==> src/rtl/slave_in.sv <==
// Slave-side serial receiver: deserialises the master's LSB-first address,
// burst and data lanes into local memory write strobes (write frames) or a
// single read request to the return-path block (read frames).
module slave_in #(
  parameter int ADDR_LEN  = 12,
  parameter int DATA_LEN  = 8,
  parameter int BURST_LEN = 12,
  parameter int TIMEOUT   = 16
) (
  input  logic                 clk,
  input  logic                 reset,
  input  logic                 sel,
  input  logic                 write_en,
  input  logic                 read_en,
  input  logic                 master_valid,
  input  logic                 rx_address,
  input  logic                 rx_data,
  input  logic                 rx_burst,
  input  logic                 rd_done,
  output logic                 slave_ready,
  output logic                 mem_we,
  output logic [ADDR_LEN-1:0]  mem_addr,
  output logic [DATA_LEN-1:0]  mem_wdata,
  output logic                 rd_req,
  output logic [ADDR_LEN-1:0]  rd_addr,
  output logic [BURST_LEN-1:0] rd_len,
  output logic                 wr_done,
  output logic                 err
);

  // Header ends once both the address and the burst field are in.
  localparam int H  = (ADDR_LEN - 1 > BURST_LEN) ? ADDR_LEN - 1 : BURST_LEN;
  localparam int KW = $clog2(H + 2);
  localparam int PW = (DATA_LEN > 1) ? $clog2(DATA_LEN) : 1;
  localparam int SW = $clog2(TIMEOUT + 1);

  localparam logic [KW-1:0] K_ALEN  = KW'(ADDR_LEN);
  localparam logic [KW-1:0] K_BLEN  = KW'(BURST_LEN);
  localparam logic [KW-1:0] K_H     = KW'(H);
  localparam logic [KW-1:0] K_SAT   = KW'(H + 1);
  localparam logic [PW-1:0] K_DLAST = PW'(DATA_LEN - 1);
  localparam logic [SW-1:0] K_TO1   = SW'(TIMEOUT - 1);

  typedef enum logic [1:0] {S_IDLE, S_RX, S_RWAIT} state_t;

  // A zero burst field still carries one beat.
  function automatic logic [BURST_LEN-1:0] beats_of(input logic [BURST_LEN-1:0] burst);
    return (burst == '0) ? BURST_LEN'(1) : burst;
  endfunction

  state_t               r_state;
  logic                 r_is_wr;
  logic [KW-1:0]        r_k;          // frame bit index, saturates past the header
  logic [PW-1:0]        r_pos;        // bit position inside the current beat
  logic [BURST_LEN-1:0] r_bcnt;       // beats completed on the data lane
  logic [BURST_LEN-1:0] r_wcnt;       // beats written to memory
  logic [SW-1:0]        r_stall;
  logic                 r_hdr;
  logic                 r_hold_vld;
  logic [ADDR_LEN-1:0]  r_addr;
  logic [BURST_LEN-1:0] r_burst;
  logic [DATA_LEN-1:0]  r_shift;
  logic [DATA_LEN-1:0]  r_hold;

  logic                 r_ready, r_mem_we, r_rd_req, r_wr_done, r_err;
  logic [ADDR_LEN-1:0]  r_mem_addr, r_rd_addr;
  logic [DATA_LEN-1:0]  r_mem_wdata;
  logic [BURST_LEN-1:0] r_rd_len;

  logic                 w_cap, w_addr_cap, w_burst_cap;
  logic [ADDR_LEN-1:0]  w_addr_next, w_waddr;
  logic [BURST_LEN-1:0] w_burst_next, w_beats;
  logic [DATA_LEN-1:0]  w_shift_next, w_wdata;
  logic                 w_hdr_now, w_hdr, w_beat_done, w_hold_issue, w_direct, w_to_hold;
  logic                 w_we, w_final, w_issue, w_stall_to, w_abort;

  // Lane capture and write scheduling for the current cycle.
  always_comb begin
    w_cap        = (r_state == S_RX) && master_valid;
    w_addr_cap   = w_cap && (r_k < K_ALEN);
    w_burst_cap  = w_cap && (r_k != '0) && (r_k <= K_BLEN);
    w_addr_next  = w_addr_cap  ? {rx_address, r_addr[ADDR_LEN-1:1]}  : r_addr;
    w_burst_next = w_burst_cap ? {rx_burst, r_burst[BURST_LEN-1:1]}  : r_burst;
    w_shift_next = {rx_data, r_shift[DATA_LEN-1:1]};
    w_hdr_now    = w_cap && (r_k == K_H);
    w_hdr        = r_hdr || w_hdr_now;
    w_beats      = beats_of(w_burst_next);
    // Beats past the last one are dropped once the burst length is known.
    w_beat_done  = w_cap && r_is_wr && (r_pos == K_DLAST) && (!w_hdr || (r_bcnt < w_beats));
    w_hold_issue = (r_state == S_RX) && r_is_wr && r_hold_vld && w_hdr;
    w_direct     = w_beat_done && w_hdr && !w_hold_issue;
    w_to_hold    = w_beat_done && (!w_hdr || w_hold_issue);
    w_we         = w_hold_issue || w_direct;
    w_wdata      = w_hold_issue ? r_hold : w_shift_next;
    w_waddr      = w_addr_next + ADDR_LEN'(r_wcnt);
    w_final      = w_we && (r_wcnt == w_beats - BURST_LEN'(1));
    w_stall_to   = (r_state == S_RX) && !master_valid && (r_k != '0) && (r_stall == K_TO1);
    w_abort      = (r_state == S_RX) && (!sel || (!write_en && !read_en) || w_stall_to);
    // A completing final write beats a simultaneous abort; other writes do not.
    w_issue      = w_we && (w_final || !w_abort);
  end

  // Lane shift registers; always fully refilled before use, so no reset.
  always_ff @(posedge clk) begin
    r_addr  <= w_addr_next;
    r_burst <= w_burst_next;
    if (w_cap)     r_shift <= w_shift_next;
    if (w_to_hold) r_hold  <= w_shift_next;
  end

  // Frame state machine, counters and registered outputs.
  always_ff @(posedge clk) begin
    if (reset) begin
      r_state     <= S_IDLE;
      r_is_wr     <= 1'b0;
      r_k         <= '0;
      r_pos       <= '0;
      r_bcnt      <= '0;
      r_wcnt      <= '0;
      r_stall     <= '0;
      r_hdr       <= 1'b0;
      r_hold_vld  <= 1'b0;
      r_ready     <= 1'b1;
      r_mem_we    <= 1'b0;
      r_mem_addr  <= '0;
      r_mem_wdata <= '0;
      r_rd_req    <= 1'b0;
      r_rd_addr   <= '0;
      r_rd_len    <= '0;
      r_wr_done   <= 1'b0;
      r_err       <= 1'b0;
    end else begin
      r_mem_we  <= 1'b0;
      r_rd_req  <= 1'b0;
      r_wr_done <= 1'b0;
      r_err     <= 1'b0;
      case (r_state)
        S_IDLE: begin
          if (sel && (write_en ^ read_en)) begin
            r_state    <= S_RX;
            r_is_wr    <= write_en;
            r_k        <= '0;
            r_pos      <= '0;
            r_bcnt     <= '0;
            r_wcnt     <= '0;
            r_stall    <= '0;
            r_hdr      <= 1'b0;
            r_hold_vld <= 1'b0;
          end
        end
        S_RX: begin
          if (master_valid) begin
            r_stall <= '0;
            if (r_k != K_SAT) r_k <= r_k + KW'(1);
            r_pos <= (r_pos == K_DLAST) ? '0 : r_pos + PW'(1);
          end else if (r_k != '0) begin
            r_stall <= r_stall + SW'(1);
          end
          if (w_hdr_now)   r_hdr  <= 1'b1;
          if (w_beat_done) r_bcnt <= r_bcnt + BURST_LEN'(1);
          if (w_to_hold)         r_hold_vld <= 1'b1;
          else if (w_hold_issue) r_hold_vld <= 1'b0;
          if (w_issue) begin
            r_mem_we    <= 1'b1;
            r_mem_addr  <= w_waddr;
            r_mem_wdata <= w_wdata;
            r_wcnt      <= r_wcnt + BURST_LEN'(1);
          end
          if (w_final) begin
            r_wr_done <= 1'b1;
            r_state   <= S_IDLE;
          end else if (!r_is_wr && w_hdr_now) begin
            r_rd_req  <= 1'b1;
            r_rd_addr <= w_addr_next;
            r_rd_len  <= w_burst_next;
            r_ready   <= 1'b0;
            r_state   <= S_RWAIT;
          end else if (w_abort) begin
            r_err   <= 1'b1;
            r_state <= S_IDLE;
          end
        end
        S_RWAIT: begin
          if (rd_done) begin
            r_ready <= 1'b1;
            r_state <= S_IDLE;
          end
        end
        default: r_state <= S_IDLE;
      endcase
    end
  end

  assign slave_ready = r_ready;
  assign mem_we      = r_mem_we;
  assign mem_addr    = r_mem_addr;
  assign mem_wdata   = r_mem_wdata;
  assign rd_req      = r_rd_req;
  assign rd_addr     = r_rd_addr;
  assign rd_len      = r_rd_len;
  assign wr_done     = r_wr_done;
  assign err         = r_err;

endmodule

==> config.mk <==
export PLATFORM = sky130hd
export DESIGN_NAME = slave_in
export DESIGN_NICKNAME = d
export VERILOG_FILES = /design/src/rtl/slave_in.sv
export SDC_FILE = /design/constraint.sdc
export NUM_CORES = 1
export LEC_CHECK = 0
export ABC_AREA = 1
export BUFFER_PORTS_ARGS = -buffer_cell sky130_fd_sc_hd__buf_2
export CAP_MARGIN = 20
export CORE_MARGIN = 1
export CORE_UTILIZATION = 60
export CTS_CLUSTER_DIAMETER = 200
export DETAILED_ROUTE_END_ITERATION = 16
export PLACE_DENSITY = 0.8
export SYNTH_ARGS = -nofsm -noshare
export SYNTH_HDL_FRONTEND = slang
export SYNTH_SLANG_ARGS = --single-unit
==> constraint.sdc <==
create_clock -name clk -period 4.5 [get_ports clk]
set_clock_uncertainty 0.1 [all_clocks]
set_input_delay 0.45 -clock clk [delete_from_list [all_inputs] [get_ports clk]]
set_output_delay 0.45 -clock clk [all_outputs]
set_load 0.01 [all_outputs]
==> results.md <==
* Fmax at 242 MHz
* Starting DRT DRC Count at 471
* Final Instance Area at roughly 7900 um2
* GR Util All Layers at 0.286
* Remaining antenna violation count at 0
* Die height at 108 um
* CTS tree: done
* Post-Place Worst Slack at 0.0717 ns
* Clock Latency Late Sink at 0.43 ns
* Setup TNS at 0 ns
* Most frequent cells in the layout: nand2_1 (183), nor2_1 (121), dfxtp_1 (113)
* Initial core utilization at 0.621
* Pwr dens at ~370 nW/um2
* Period utilization at 0.916
* TritonCTS buffer count at 17
* Ant. Diodes at 0
* Area of the multi-input gates at between 3000 and 4000 um2
* First-pass GRT wire length at ~26 mm
* Overflow after GRT at 0
* CP max-delay cell: dfxtp_1
* Max-Cap Viols at 0
* CTS clk-pin slew, worst paths at 0.06 ns
* Min Tclk post-route at just over 4 ns
* Number of synthesized register bits at 129
* Pin count of the biggest net entering global routing at 48
* Vias in the first global route at between 5000 and 6000
* Register area share after synthesis at 0.403
* DRC at 0
* Crit-path leading delay family: simple AND/OR/NAND/NOR gates
* Measured slew at the worst slew-check pin at about 1.0 ns
* Vias per inst at roughly 5.5
* Vias at 6201
* Initial antenna violation count at 0
* Fin Hold WS at 0.133 ns
* Max Slew Vio Count at 0
* Die area at 11700 um2
* H-tree depth at 4
* Critical Path Sink Type: flip-flop
* WP data arrival at 4.38 ns
* PnR worst setup slack at 0.376 ns
* Site Rows at 38
* Bufs on Longest Clock Path at 2
* Post-DP HPWL at around 11 mm
* Die Width at between 100 and 150 um
* Synthesized net count at about 950
* Required time worst endpoint at 4.76 ns
* Mapped Cells at 904
* Setup-failing EPs final at 0
* Final WL at 16.2 mm
* Pwr Total at between 2 and 3 mW
* Cell leakage power at approximately 3.6 nW
* 1st-pass router iterations at 5
* DP Area at just over 7000 um2
* Yosys cell types at between 40 and 50
* Hold/Removal Path Class: in -> reg
* Peak supply drop at 0.000411 V
* Hold Fails Final Rpt at 0
* WP buf/inv at 3
* # IOs at 59
* Worst path max stage delay at 0.43 ns
* Most common cell after layout, fill and taps aside: nand2_1
* Ys Warns at 0
* GP Congestion at 0.930
* Fill count at 892
* Average size of a mapped cell at 7.51 um2
* Register area at approximately 2700 um2
* Share of cells above drive strength 1 at 0.157
* Core Area at about 11000 um2
* Root Buffer: clkbuf_16
* Layout Nets at about 1000
* Unrepaired setup endpoints after global routing: no
* Routed length per placed instance at about 14 um
* Outcome: complete, no violations
* Area Growth Syn to Fin at 17.1%
* Crit-path max FO at 22
* Clock sink count at 129
* Post-synth design cell area at 6790 um2
* Crit path kind: reg -> reg
* Number of port buffers at 58
* Rel. slew slack at 0.335
* Startpoint Class: flip-flop
-- path summary, 6_finish.rpt --
kind | from | to | depth (start not counted) | slack, ns
worst max-delay path | r_state[0] | r_wcnt[10] | 26 | 0.38
worst min-delay path | rx_data | r_shift[7] | 1 | 0.13
worst max register to register | r_state[0] | r_wcnt[10] | 26 | 0.38
worst min register to register | r_shift[1] | r_hold[0] | 0 | 0.36
-- layer usage --
layer  wire (um)  GRT usage  share of wire  up-vias
li1            -          -              -     3125
met2        7600      0.457           0.47      184
met4         454      0.142          0.028        0
met5           0          0              0        -
met3         925     0.0723          0.057       37
met1        7260      0.359           0.45     2855
-- Yosys cell counts, drive strengths merged --
cell type	instances	area [um2]
a32o	1	10.0
xor2	26	228
nand3	45	258
edfxtp	15	450
inv	104	390
nor3	30	150
a21o	1	7.51
mux2	1	11.3
o21bai	2	15.0
dfxtp	114	2280
nand3b	5	37.5
a2111oi	1	8.76
o31ai	1	7.51
a21oi	50	292
buf	15	114
ha	33	413
clkbuf	19	71.3
a221o	1	10.0
o2111ai	1	8.76
nor4	6	37.5
a211oi	12	90.1
a221oi	1	8.76
nand2	198	781
a311oi	1	8.76
o21ai	38	201
a31oi	11	68.8
fa	1	20.0
xnor2	7	61.3
and2	1	6.26
o21a	1	7.51
o211ai	3	22.5
nor2	127	508
nand4	32	200
-- where the power goes --
group / leakage (nW) / switching [mW] / total (mW) / internal [mW]
registers: 1.06 / 0.0231 / 1.22 / 1.20
logic: 2.20 / 0.161 / 0.238 / 0.0770
clock network: 0.311 / 0.491 / 1.49 / 0.997
total: 3.57 / 0.676 / 2.95 / 2.27
-- sequential cells by signal, indices dropped and copies added (netlist names), 2 cells and up --
| register | count |
|---|---|
| mem_addr | 12 |
| r_addr | 12 |
| r_bcnt | 12 |
| r_burst | 12 |
| r_wcnt | 12 |
| rd_addr | 12 |
| rd_len | 12 |
| mem_wdata | 8 |
| r_hold | 8 |
| r_shift | 7 |
| r_stall | 5 |
| r_k | 4 |
| r_pos | 3 |
| r_state | 2 |
-- final cells by class --
type	count	share of cell area
multi-input combinational	638	0.445
sequential	129	0.344
clock buffer	23	0.0627
timing repair buffer	80	0.0573
inverter	104	0.0491
tap	140	0.0221
clock inverter	9	0.0192
-- stage by stage --
stage / instances / util
2_1_floorplan: 904 / -
3_3_place_gp: 1082 / 0.656
3_5_place_dp: 1082 / 0.656
5_1_grt: 1123 / 0.726
4_1_cts: 1114 / 0.716
6_report: 1123 / 0.726
-- kinds of logic (layout without fill, tap and decap cells) --
kind of cell | after synthesis | count (layout) | share of synthesized area
buffers and inverters | 138 | 216 | 0.0848
flip-flops | 129 | 129 | 0.403
adder cells (fa/ha/maj) | 34 | 34 | 0.0638
AO/OA/AOI/OAI | 125 | 125 | 0.113
multiplexers | 1 | 1 | 0.00166
AND/OR/NAND/NOR | 444 | 445 | 0.291
XOR/XNOR | 33 | 33 | 0.0426
-- worst reg2reg max path: stages, from the launching register on --
cell and delay, ns:
dfxtp_1 0.43, nand2_2 0.14, nor2_8 0.32, nand3_4 0.21, buf_4 0.20, o21ai_4 0.24
nand2_2 0.08, nor2_2 0.09, nand3_2 0.13, nand2_2 0.12, inv_2 0.04, ha_1 0.22
nand2_2 0.12, and2_1 0.17, nor2_1 0.05, nor2_1 0.12, nand3_1 0.08, nor2_1 0.09
nand2_1 0.05, nor2_1 0.08, nand4_1 0.08, nor2_1 0.13, nand2_2 0.16, buf_4 0.24
nand3_4 0.15, nand2_1 0.09, a21oi_2 0.13
-- repair_timing --
action | 4_1_cts | 5_1_grt
hold buffers | 0 | 0
gates resized for setup | 0 | 10
endpoints found under the setup margin | 0 | 35
buffers inserted | 0 | 8
(Power assumes the default switching activity.)
